$ cat config.mk
export PLATFORM = sky130hd
export DESIGN_NAME = mips_mult_div
export DESIGN_NICKNAME = d
export VERILOG_FILES = /design/src/rtl/mips_pkg.sv /design/src/rtl/mips_md_datapath.sv /design/src/rtl/mips_mult_div.sv
export SDC_FILE = /design/constraint.sdc
export NUM_CORES = 1
export LEC_CHECK = 0
export CORE_UTILIZATION = 30
export DETAILED_ROUTE_END_ITERATION = 8
export GPL_TIMING_DRIVEN = 0
export SETUP_SLACK_MARGIN = 0.2
export SKIP_CTS_REPAIR_TIMING = 1
export SYNTH_ARGS = -nofsm -noshare
export SYNTH_HDL_FRONTEND = slang
export SYNTH_SLANG_ARGS = --single-unit
$ cat constraint.sdc
create_clock -name clk -period 8.91 [get_ports clk]
set_input_delay 1.782 -clock clk [delete_from_list [all_inputs] [get_ports clk]]
set_output_delay 1.782 -clock clk [all_outputs]
set_load 0.01 [all_outputs]
$ cat src/rtl/mips_pkg.sv
// Shared definitions for the MIPS multiply/divide unit: operation encodings,
// FSM state type, datapath width and a magnitude helper.
package mips_pkg;

    // Datapath width shared with the register file and the ALU.
    localparam int MD_WIDTH = 32;
    localparam int MD_CNT_W = 5;

    localparam logic [1:0] MD_MULTU = 2'b00;
    localparam logic [1:0] MD_MULT  = 2'b01;
    localparam logic [1:0] MD_DIVU  = 2'b10;
    localparam logic [1:0] MD_DIV   = 2'b11;

    typedef enum logic [1:0] {
        MD_IDLE   = 2'b00,
        MD_RUN    = 2'b01,
        MD_FINISH = 2'b10
    } md_state_e;

    function automatic logic [MD_WIDTH-1:0] md_abs(input logic [MD_WIDTH-1:0] v,
                                                   input logic is_signed);
        logic [MD_WIDTH-1:0] r;
        if (is_signed && v[MD_WIDTH-1]) begin
            r = {MD_WIDTH{1'b0}} - v;
        end else begin
            r = v;
        end
        return r;
    endfunction

endpackage

$ cat src/rtl/mips_md_datapath.sv
// Combinational single iteration of shift-add multiply / restoring divide,
// plus the final sign fix-up that produces HI/LO.
module mips_md_datapath
    import mips_pkg::*;
#(
    parameter int WIDTH = MD_WIDTH
) (
    input  logic               is_div_i,
    input  logic               is_signed_i,
    input  logic               sign_a_i,
    input  logic               sign_b_i,
    input  logic [2*WIDTH-1:0] acc_i,
    input  logic [WIDTH-1:0]   addend_i,
    output logic [2*WIDTH-1:0] acc_step_o,
    output logic [WIDTH-1:0]   hi_fix_o,
    output logic [WIDTH-1:0]   lo_fix_o
);

    logic [WIDTH:0]     sum_s;
    logic [WIDTH:0]     cand_s;
    logic [2*WIDTH-1:0] prod_s;
    logic [WIDTH-1:0]   quot_s;
    logic [WIDTH-1:0]   rem_s;

    // One iteration: multiply adds the addend when the low multiplier bit is set;
    // divide shifts the next dividend bit into the partial remainder.
    always_comb begin
        sum_s  = {1'b0, acc_i[2*WIDTH-1:WIDTH]}
               + (acc_i[0] ? {1'b0, addend_i} : {(WIDTH+1){1'b0}});
        cand_s = {acc_i[2*WIDTH-1:WIDTH], acc_i[WIDTH-1]};
        if (is_div_i) begin
            if (cand_s >= {1'b0, addend_i}) begin
                acc_step_o = {cand_s[WIDTH-1:0] - addend_i, acc_i[WIDTH-2:0], 1'b1};
            end else begin
                acc_step_o = {cand_s[WIDTH-1:0], acc_i[WIDTH-2:0], 1'b0};
            end
        end else begin
            acc_step_o = {sum_s, acc_i[WIDTH-1:1]};
        end
    end

    // Sign fix-up; a zero divisor forces an all-ones quotient while the remainder
    // naturally reproduces the dividend.
    always_comb begin
        prod_s = acc_i;
        quot_s = acc_i[WIDTH-1:0];
        rem_s  = acc_i[2*WIDTH-1:WIDTH];
        if (is_div_i) begin
            if (is_signed_i && (sign_a_i ^ sign_b_i)) begin
                quot_s = {WIDTH{1'b0}} - quot_s;
            end else begin
                quot_s = acc_i[WIDTH-1:0];
            end
            if (is_signed_i && sign_a_i) begin
                rem_s = {WIDTH{1'b0}} - rem_s;
            end else begin
                rem_s = acc_i[2*WIDTH-1:WIDTH];
            end
            if (addend_i == {WIDTH{1'b0}}) begin
                quot_s = {WIDTH{1'b1}};
            end else begin
                quot_s = quot_s;
            end
            hi_fix_o = rem_s;
            lo_fix_o = quot_s;
        end else begin
            if (is_signed_i && (sign_a_i ^ sign_b_i)) begin
                prod_s = {(2*WIDTH){1'b0}} - acc_i;
            end else begin
                prod_s = acc_i;
            end
            hi_fix_o = prod_s[2*WIDTH-1:WIDTH];
            lo_fix_o = prod_s[WIDTH-1:0];
        end
    end

endmodule

$ cat src/rtl/mips_mult_div.sv
// Iterative MULT/MULTU/DIV/DIVU unit with architectural HI/LO registers and
// MTHI/MTLO write path; one result bit per cycle, busy/done handshake.
module mips_mult_div
    import mips_pkg::*;
#(
    parameter int WIDTH = MD_WIDTH,
    parameter int CNT_W = MD_CNT_W
) (
    input  logic             clk,
    input  logic             rst_n,
    input  logic             signal_start,
    input  logic [1:0]       op,
    input  logic [WIDTH-1:0] operand_a,
    input  logic [WIDTH-1:0] operand_b,
    input  logic             signal_mthi,
    input  logic             signal_mtlo,
    input  logic [WIDTH-1:0] write_data,
    output logic [WIDTH-1:0] hi,
    output logic [WIDTH-1:0] lo,
    output logic             busy,
    output logic             done
);

    md_state_e          state_q, state_d;
    logic [CNT_W-1:0]   cnt_q, cnt_d;
    logic               is_div_q, is_div_d;
    logic               is_signed_q, is_signed_d;
    logic               sign_a_q, sign_a_d;
    logic               sign_b_q, sign_b_d;
    logic [2*WIDTH-1:0] acc_q, acc_d;
    logic [WIDTH-1:0]   addend_q, addend_d;
    logic [WIDTH-1:0]   hi_q, hi_d;
    logic [WIDTH-1:0]   lo_q, lo_d;
    logic               done_q, done_d;

    logic [WIDTH-1:0]   a_mag_s;
    logic [WIDTH-1:0]   b_mag_s;
    logic [2*WIDTH-1:0] acc_step_s;
    logic [WIDTH-1:0]   hi_fix_s;
    logic [WIDTH-1:0]   lo_fix_s;

    assign a_mag_s = md_abs(operand_a, op[0]);
    assign b_mag_s = md_abs(operand_b, op[0]);

    mips_md_datapath #(.WIDTH(WIDTH)) u_datapath (
        .is_div_i    (is_div_q),
        .is_signed_i (is_signed_q),
        .sign_a_i    (sign_a_q),
        .sign_b_i    (sign_b_q),
        .acc_i       (acc_q),
        .addend_i    (addend_q),
        .acc_step_o  (acc_step_s),
        .hi_fix_o    (hi_fix_s),
        .lo_fix_o    (lo_fix_s)
    );

    // Next-state and datapath register updates for the IDLE/RUN/FINISH sequence.
    always_comb begin
        state_d     = state_q;
        cnt_d       = cnt_q;
        is_div_d    = is_div_q;
        is_signed_d = is_signed_q;
        sign_a_d    = sign_a_q;
        sign_b_d    = sign_b_q;
        acc_d       = acc_q;
        addend_d    = addend_q;
        hi_d        = hi_q;
        lo_d        = lo_q;
        done_d      = 1'b0;
        case (state_q)
            MD_IDLE: begin
                if (signal_start) begin
                    is_div_d    = op[1];
                    is_signed_d = op[0];
                    sign_a_d    = op[0] & operand_a[WIDTH-1];
                    sign_b_d    = op[0] & operand_b[WIDTH-1];
                    // Divide iterates over the dividend; multiply over the multiplier.
                    if (op[1]) begin
                        acc_d    = {{WIDTH{1'b0}}, a_mag_s};
                        addend_d = b_mag_s;
                    end else begin
                        acc_d    = {{WIDTH{1'b0}}, b_mag_s};
                        addend_d = a_mag_s;
                    end
                    cnt_d   = {CNT_W{1'b0}};
                    state_d = MD_RUN;
                end else begin
                    if (signal_mthi) begin
                        hi_d = write_data;
                    end else begin
                        hi_d = hi_q;
                    end
                    if (signal_mtlo) begin
                        lo_d = write_data;
                    end else begin
                        lo_d = lo_q;
                    end
                end
            end
            MD_RUN: begin
                acc_d = acc_step_s;
                cnt_d = cnt_q + CNT_W'(1);
                if (cnt_q == CNT_W'(WIDTH - 1)) begin
                    state_d = MD_FINISH;
                end else begin
                    state_d = MD_RUN;
                end
            end
            MD_FINISH: begin
                hi_d    = hi_fix_s;
                lo_d    = lo_fix_s;
                done_d  = 1'b1;
                state_d = MD_IDLE;
            end
            default: begin
                state_d = MD_IDLE;
            end
        endcase
    end

    // State, operand and HI/LO registers; reset discards any operation in flight.
    always_ff @(posedge clk or negedge rst_n) begin
        if (!rst_n) begin
            state_q     <= MD_IDLE;
            cnt_q       <= {CNT_W{1'b0}};
            is_div_q    <= 1'b0;
            is_signed_q <= 1'b0;
            sign_a_q    <= 1'b0;
            sign_b_q    <= 1'b0;
            acc_q       <= {(2*WIDTH){1'b0}};
            addend_q    <= {WIDTH{1'b0}};
            hi_q        <= {WIDTH{1'b0}};
            lo_q        <= {WIDTH{1'b0}};
            done_q      <= 1'b0;
        end else begin
            state_q     <= state_d;
            cnt_q       <= cnt_d;
            is_div_q    <= is_div_d;
            is_signed_q <= is_signed_d;
            sign_a_q    <= sign_a_d;
            sign_b_q    <= sign_b_d;
            acc_q       <= acc_d;
            addend_q    <= addend_d;
            hi_q        <= hi_d;
            lo_q        <= lo_d;
            done_q      <= done_d;
        end
    end

    assign hi   = hi_q;
    assign lo   = lo_q;
    assign busy = (state_q != MD_IDLE);
    assign done = done_q;

endmodule
# Word level (Yosys, flattened, before mapping)
# Cells that the tools add are included.
# classes
add_sub_neg	8
order_cmp	1
n_eq_ne	7
mux	27
n_bitwise	3
reduce_logical	13
# ops
operator	n
32-bit two-way mux	14
64-bit two-way mux	4
32-bit one-hot mux with 2 select lines	2
64-bit one-hot mux with 2 select lines	1
1-bit by 32-bit subtractor with 32-bit output, first input constant	4
1-bit by 64-bit subtractor with 64-bit output, first input constant	1
32-bit by 33-bit adder with 33-bit output	1
33-bit by 32-bit greater-or-equal comparator with 1-bit output	1
32-bit logical NOT	1
32-bit subtractor	1
5-bit one-hot mux with 2 select lines	1
2-bit != test, second input constant	4
3-bit AND reduction	2
2-bit nonzero test	3
5-bit by 1-bit adder with 5-bit output, second input constant	1
5-bit == test, second input constant	1
5-bit two-way mux	1
1-bit logical AND	4
2-bit two-way mux	2
2-bit one-hot mux with 2 select lines	1
2-bit AND reduction	2
1-bit AND	2
2-bit by 1-bit == test with 1-bit output, second input constant	1
2-bit == test, second input constant	1
3 further kinds	3
# word_totals
ff_bits	172
in_bits	103
word_cells	70

# Longest topological paths before layout
# Gate-level depths: netlist of the first run.
# depth
word_depth	6
depth_mapped	15

# Hierarchy
# Synthesis of the first run repeated with hierarchy kept, for this count alone.
# unflattened
hier_cells	1934
hier_area_um2	15230.9
# modules_own_cells
mod	instances	cells_each	area_per_inst_um2	seq_area_each_um2
mips_mult_div	1	916	8675.8	4304.1
mips_md_datapath	1	1018	6555.0	0.0

# Worst setup path after synthesis of the first run
# Ideal clock, no wire load.
# synth_timing
kind	input-to-reg
start	in operand_b[13]
end	reg addend_q[26]
setup_time_ns	0.076
t_arrival_ns	4.000
required_ns	8.834
slack_ns	4.834
stages	8
n_path_buf	0
path_cell_list	or4_4 -> nand4bb_4 -> or3_4 -> or4_4 -> o31ai_4 -> xnor2_1 -> a21oi_1 -> o21ai_1
# synth_via
elab_chain_cells	3
# synth_rtl
item	line	rtl
from (decl)	mips_mult_div.sv:14	input logic [WIDTH-1:0] operand_b,
1-bit by 32-bit subtractor with 32-bit output	mips_pkg.sv:24	r = {MD_WIDTH{1'b0}} - v;
32-bit two-way mux	mips_pkg.sv:23	if (is_signed && v[MD_WIDTH-1]) begin
32-bit two-way mux	mips_mult_div.sv:78	if (op[1]) begin
to (signal assigned)	mips_mult_div.sv:131	addend_q <= {WIDTH{1'b0}};
to (signal assigned)	mips_mult_div.sv:143	addend_q <= addend_d;
to (decl)	mips_mult_div.sv:31	logic [WIDTH-1:0] addend_q, addend_d;
# No other way between the ends.
# A chain may end at the register's enable or synchronous reset.

# Worst setup path after layout of the first run
# layout_timing
start	in operand_a[0]
end	reg acc_q[28]
# layout_via
elab_chain_cells	5
# layout_rtl
item	line	rtl
from (decl)	mips_mult_div.sv:13	input logic [WIDTH-1:0] operand_a,
1-bit by 32-bit subtractor with 32-bit output	mips_pkg.sv:24	
32-bit two-way mux	mips_pkg.sv:23	
32-bit two-way mux	mips_mult_div.sv:78	
64-bit two-way mux	mips_mult_div.sv:72	if (signal_start) begin
64-bit one-hot mux with 2 select lines	mips_mult_div.sv:70	case (state_q)
to (signal assigned)	mips_mult_div.sv:130	acc_q <= {(2*WIDTH){1'b0}};
to (decl)	mips_mult_div.sv:30	logic [2*WIDTH-1:0] acc_q, acc_d;
# No other way between the ends. The select of a mux whose other input is x is not followed.

==> results of run 1 <==
==> placed cells by master (no fill, tap or decap), types with 55 or more instances in the layout <==
cell type / instances
o21ai_0: 170
nand2_1: 178
clkbuf_1: 124
nor2_1: 180
a211oi_1: 56
ha_1: 70
inv_1: 73
a21oi_1: 199
xor2_1: 72
dfrtp_1: 172
xnor2_1: 102
clkdlybuf4s50_1: 165
mux2i_1: 55
==> layer usage <==
layer	vias up	routed length, um	GRT usage [%]	part of all wire, %
li1	7489	-	-	-
met1	7804	28860	34.28	45
met2	643	28690	38.84	45
met3	84	4417	3.536	6.9
met4	0	1771	7.426	2.8
met5	-	0	0	0
==> metrics by stage <==
step           hold slack [ns]  total power [mW]  utilization, %  area, um2
4_1_cts                 0.4886             7.689           36.61      18330
2_1_floorplan           0.4498             5.055               -      15210
3_3_place_gp            0.4670             6.815           35.37      17710
5_1_grt                 0.5059             8.340           36.61      18330
6_report                0.4835             7.780           36.61      18330
3_5_place_dp            0.4726             6.871           35.43      17740
==> power by group through the flow <==
stage	combinational, mW	clock (mW)	sequential [mW]
after floorplan	3.52	0	1.53
after global placement	5.18	0	1.64
after detailed placement	5.23	0	1.64
after CTS	5.26	0.795	1.63
after global routing	5.83	0.823	1.69
final	5.34	0.792	1.65
==> cell families after synthesis <==
family / after synthesis / share of synthesized area, %
buffers and inverters: 213 / 5.299
DFF: 172 / 28.31
adders and majority gates: 72 / 6.023
and+or+nand+nor: 580 / 18.27
xor gates and xnor gates: 174 / 10.02
AOI/OAI and AO/OA: 693 / 28.31
muxes: 57 / 3.769
==> worst max-delay path: cells and delay by family <==
kind	cells	cell delay (ns)
and+or+nand+nor	5	1.95
buffers and inverters	2	0.70
AOI/OAI and AO/OA	3	0.46
xor gates and xnor gates	1	0.24
adders and majority gates	1	0.16
==> worst min path at each step <==
stage                                        start                       end  slack, ns
after floorplan           addend_q[12]$_DFFE_PN0P_  addend_q[12]$_DFFE_PN0P_       0.45
after global placement          lo[29]$_DFFE_PN0P_        lo[29]$_DFFE_PN0P_       0.47
after detailed placement        lo[24]$_DFFE_PN0P_        lo[24]$_DFFE_PN0P_       0.47
after CTS                 addend_q[12]$_DFFE_PN0P_  addend_q[12]$_DFFE_PN0P_       0.49
after global routing      addend_q[12]$_DFFE_PN0P_  addend_q[12]$_DFFE_PN0P_       0.51
final                           lo[24]$_DFFE_PN0P_        lo[24]$_DFFE_PN0P_       0.48
==> final cells by class <==
type	instances	area, um2
multi-input cells	1576	10100
flip-flops and latches	172	4304
fillers	5368	31740
clock inverters	13	160.2
plain buffers	139	528.0
clock buffers	18	429.2
well taps	672	840.8
repair buffers	167	1694
inverters	74	277.8
==> state kept, by name, indices dropped and copies added, names as in the netlist <==
register and flops:
acc_q 64, addend_q 32, cnt_q 5, done 1
hi 32, is_div_q 1, is_signed_q 1, lo 32
sign_a_q 1, sign_b_q 1, state_q 2
==> key figures, run 1 <==
Synth
  • Post-synth top area share: approximately 28%
  • Syn_nets: 2,136
  • Ys async rst share: 100.0%
  • Count leader, synth: a21oi_1
  • Seq/Total Area, Yosys: 28.31%
  • Post-synth top cells: a21oi_1 (199), nor2_1 (180), nand2_1 (178), dfrtp_1 (172), o21ai_0 (170)
  • Ys Warns: 0
  • Largest area contributor in the netlist: dfrtp_1
  • Seq cells post-synth: 172
  • Synth cell types: 75
  • Synthesized area per cell: between 7 and 8 um2
  • Post-synth EDFFs: 0
  • Post-synthesis cell area: 15,210 um2
  • Gate Count Post-Synth: 1,961
  • Top_reg_cell synth: dfrtp_1
  • Top cells by area, synth: dfrtp_1 (28%), a21oi_1 (6.5%), xnor2_1 (5.9%), ha_1 (5.8%), o21ai_0 (5.6%)

Power
  • Sw Ratio: 52.25%
  • Leakage power: between 7 and 8 nW
  • Power per cell area: roughly 420 nW/um2
  • Sw power: 4.065 mW
  • Worst IR drop on VDD: between 0.00015 and 0.0002 V
  • Clock power frac: 10.2%
  • Part of the power in combinational logic: 68.7%
  • Pint: 3.715 mW
  • Reg power frac: between 20% and 30%

Setup path
  • WP data required: around 9 ns
  • CP Launch Type: input port
  • R2r startpoint: acc_q[0]$_DFFE_PN0P_
  • Critical path's slowest cell: clkdlybuf4s50_1
  • Worst r2r path cells: 13
  • Critical Path AT: roughly 5.3 ns
  • Critical Path Source: operand_a[0]
  • CP Capture Point: acc_q[28]$_DFFE_PN0P_
  • Reg-to-reg endpoint: acc_q[62]$_DFFE_PN0P_
  • CP endpoint kind: flop
  • Crit path cell chain: clkdlybuf4s50_1 > inv_1 > ha_1 > or3b_2 > or3_1 > nor3_1 > nor2b_1 > a21oi_1 > xnor2_1 > nand2_1 > o21ai_0 > o21ai_0
  • Critical Path Max Stage Delay: between 0.5 and 0.6 ns
  • Crit path kind: input port to flop
  • CP most frequent cell: o21ai_0
  • Reg2reg setup slack: between 4 and 5 ns
  • Worst-path fanout max: 6

Job
  • Max-cap violations: 0

Clock network
  • CTS sink cnt: between 150 and 200
  • Clock Latency Late Sink: about 0.46 ns
  • H-tree depth: 4
  • Worst-path clk slew: 0.08 ns
  • CTS tree: done
  • Cts bufs inserted: 17
  • CTS Buffer Depth: 2
  • Root buffer cell: clkbuf_16

Detailed routing
  • # DRC: 0
  • Wirelength per Cell: 22.51 um
  • Vias per inst: 5.659
  • Detailed Route Iter0 Violations: 1,517
  • Via count: ~16k
  • DRT Pass-1 Iters: 5
  • Final ANT Viol Nets: 0
  • DRT Wirelength: roughly 64,000 um

Placed design
  • Final GP Congestion: slightly below 1
  • Placed cell count: 2,800
  • Post-DP HPWL: 51,460 um
  • Worst slack, placed: approximately 3.5 ns
  • I/O Buffers: 166

Global route
  • Vias in the first global route: 15.39k
  • First-pass GRT wire length: 95,570 um
  • Tot GR Track Use: 24.52%
  • Initial antenna violation count: 0
  • Largest net degree at the start of global routing: 97
  • Overflow after GRT: 0

Timing
  • Final setup skew: roughly 0.013 ns
  • Tmin final: 4.995 ns
  • Max Transition Viols Final: 0
  • Peak Freq: 200.2 MHz
  • Part of the cycle the worst path needs: 56.06%
  • PnR worst setup slack: 3.915 ns
  • Worst Tran Pin Value: 0.9944 ns
  • Hold Fails Final Rpt: 0
  • RSZ-0062 raised after global routing: false
  • Total negative slack: 0 ns
  • Relative slew slack: 33.57%
  • Final setup viols: 0

Worst hold path
  • Hold crit path type: flop to flop
  • WHS Path Cells: 2

Floorplan
  • Die area: 51,590 um2
  • # rows: 82
  • Die outline height: between 200 and 250 um
  • Die Width: ~230 um
  • Starting Density: between 30 and 40%
  • I/O Pins: around 170
  • Core area: roughly 50,000 um2

Layout
  • Area growth from synthesis to layout: 20.55%
  • Nets@finish: 2,322
  • Non-filler instance count after layout: 2,831
  • Diodes inserted: 0
  • Share of post-route cells with drive strength above 1: 2.733%

Outcome
  • Outcome: complete, no violations
Note: power is estimated with default switching activity, not from simulation.
==> run 2: changes to the inputs <==
Clock period 8.91 ns to 4.8 ns, I/O delays scaled along.
==> key figures, run 2 (same netlist as run 1, synthesis figures left out) <==
Timing
  • Worst Tran Pin Value: 0.9893 ns
  • Relative slew slack: 33.91%
  • RSZ-0062 raised after global routing: false
  • Total negative slack: 0 ns
  • Max Transition Viols Final: 0
  • Final setup skew: 0.01355 ns
  • Tmin final: 4.432 ns
  • Final setup viols: 0
  • Hold Slack: 0.4450 ns
  • PnR worst setup slack: 0.3679 ns
  • Peak Freq: between 200 and 250 MHz
  • Part of the cycle the worst path needs: 92.34%
  • Hold Fails Final Rpt: 0

Layout
  • Nets@finish: 2,322
  • Diodes inserted: 0
  • Total area of sequential cells: 4304 um2
  • Biggest register: acc_q
  • Multi-input logic area: 10,100 um2
  • Most frequent cells in the layout: a21oi_1 (199), nor2_1 (180), nand2_1 (178)
  • Area growth from synthesis to layout: 20.55%
  • Filler cell count: 5,368
  • Commonest non-fill, non-tap cell in the layout: a21oi_1
  • Share of post-route cells with drive strength above 1: 2.733%
  • Design Area, Final: between 15,000 and 20,000 um2
  • Max reg flops: 64

Job
  • Max-cap violations: 0

Clock network
  • Root buffer cell: clkbuf_16
  • CTS Buffer Depth: 2
  • Worst-path clk slew: roughly 0.080 ns
  • Clock Latency Late Sink: 0.46 ns
  • CTS sink cnt: 172
  • Cts bufs inserted: 17
  • H-tree depth: 4
  • CTS tree: done

Floorplan
  • I/O Pins: 169
  • Die outline height: 227.1 um
  • Starting Density: 30.37%
  • Die area: slightly above 50,000 um2
  • # rows: 82
  • Die Width: roughly 230 um
  • Core area: 50,070 um2

Setup path
  • WP data required: a little over 5 ns
  • R2r startpoint: acc_q[0]$_DFFE_PN0P_
  • Reg2reg setup slack: ~0.37 ns
  • Critical Path Source: acc_q[0]$_DFFE_PN0P_
  • Critical path's slowest cell: dfrtp_1
  • Critical Path Max Stage Delay: between 0.4 and 0.5 ns
  • Crit path cell chain: inv_1 > clkbuf_1 > nor2_1 > ha_1 > a2111oi_0 > o21ai_0 > a21oi_1 > a311oi_1 > o31a_1 > nor2_1 > o21ai_0 > xor2_1 > a221o_1
  • Worst r2r path cells: 13
  • CP endpoint kind: flop
  • Critical Path AT: ~4.8 ns
  • Worst-path fanout max: 10
  • Reg-to-reg endpoint: acc_q[60]$_DFFE_PN0P_
  • Crit path kind: flop to flop
  • CP Launch Type: flop

Placed design
  • Placed Area: ~18,000 um2
  • I/O Buffers: 166
  • Post-DP HPWL: 51,460 um
  • Worst slack, placed: 0.1909 ns
  • Final GP Congestion: 0.9683

Detailed routing
  • Vias per inst: 5.669
  • Final ANT Viol Nets: 0
  • Detailed Route Iter0 Violations: between 1.5k and 2k
  • Via count: 16.05k
  • DRT Wirelength: 63,740 um
  • # DRC: 0
  • Wirelength per Cell: around 23 um
  • DRT Pass-1 Iters: 5

Global route
  • Overflow after GRT: 0
  • Largest net degree at the start of global routing: 97
  • Tot GR Track Use: around a quarter
  • Initial antenna violation count: 0
  • Vias in the first global route: approximately 15k
  • First-pass GRT wire length: 95,570 um

Outcome
  • Outcome: complete, no violations

Power
  • Power per cell area: 788.2 nW/um2
  • Leakage power: 7.268 nW
  • Worst IR drop on VDD: 0.0003282 V

Worst hold path
  • Hold crit path type: input port to async pin
run 2: cell types whose count changed in the layout (fill, tap and decap cells not counted):
cell and delta:
o311ai_0 -1, o311ai_1 +1
run 2: worst max-delay path: cells and delay by family (launching register included):
| family | cells | cell delay, ns |
|---|---|---|
| xor gates and xnor gates | 1 | 0.18 |
| AOI/OAI and AO/OA | 7 | 2.22 |
| and+or+nand+nor | 2 | 0.26 |
| DFF | 1 | 0.48 |
| buffers and inverters | 2 | 0.77 |
| adders and majority gates | 1 | 0.38 |
run 2: stage by stage:
step	power, mW	util, %	instances
after detailed placement	12.76	35.43	2800
after global routing	15.48	36.61	2831
after global placement	12.65	35.37	2799
final	14.45	36.61	2831
after floorplan	9.383	-	1961
after CTS	14.27	36.61	2831
run 2: worst max-delay path by stage:
stage	slack, ns	endpoint
global route	0.21	acc_q[54]$_DFFE_PN0P_
CTS	0.40	acc_q[62]$_DFFE_PN0P_
floorplan	1.55	addend_q[26]$_DFFE_PN0P_
detailed placement	0.19	acc_q[26]$_DFFE_PN0P_
finish	0.37	acc_q[60]$_DFFE_PN0P_
global placement	-4.70	acc_q[5]$_DFFE_PN0P_
run 2: final cells by class:
class	instances	share of cell area, %
multi-input combinational	1576	55.08
sequential	172	23.48
timing repair buffer	167	9.242
tap	672	4.587
buffer	139	2.881
clock buffer	18	2.341
inverter	74	1.515
clock inverter	13	0.8737
run 2: where the power goes:
| part | switching, mW | internal, mW |
|---|---|---|
| registers | 0.864 | 2.19 |
| logic | 5.99 | 3.93 |
| clock network | 0.693 | 0.780 |
run 2: metal layers:
layer  vias to the layer above  global-route usage, %  share of wire (%)
li1                       7501                      -                  -
met1                      7833                  34.28                 45
met2                       630                  38.84                 45
met3                        86                  3.536                6.7
met4                         0                  7.426                2.8
met5                         -                      0                  0
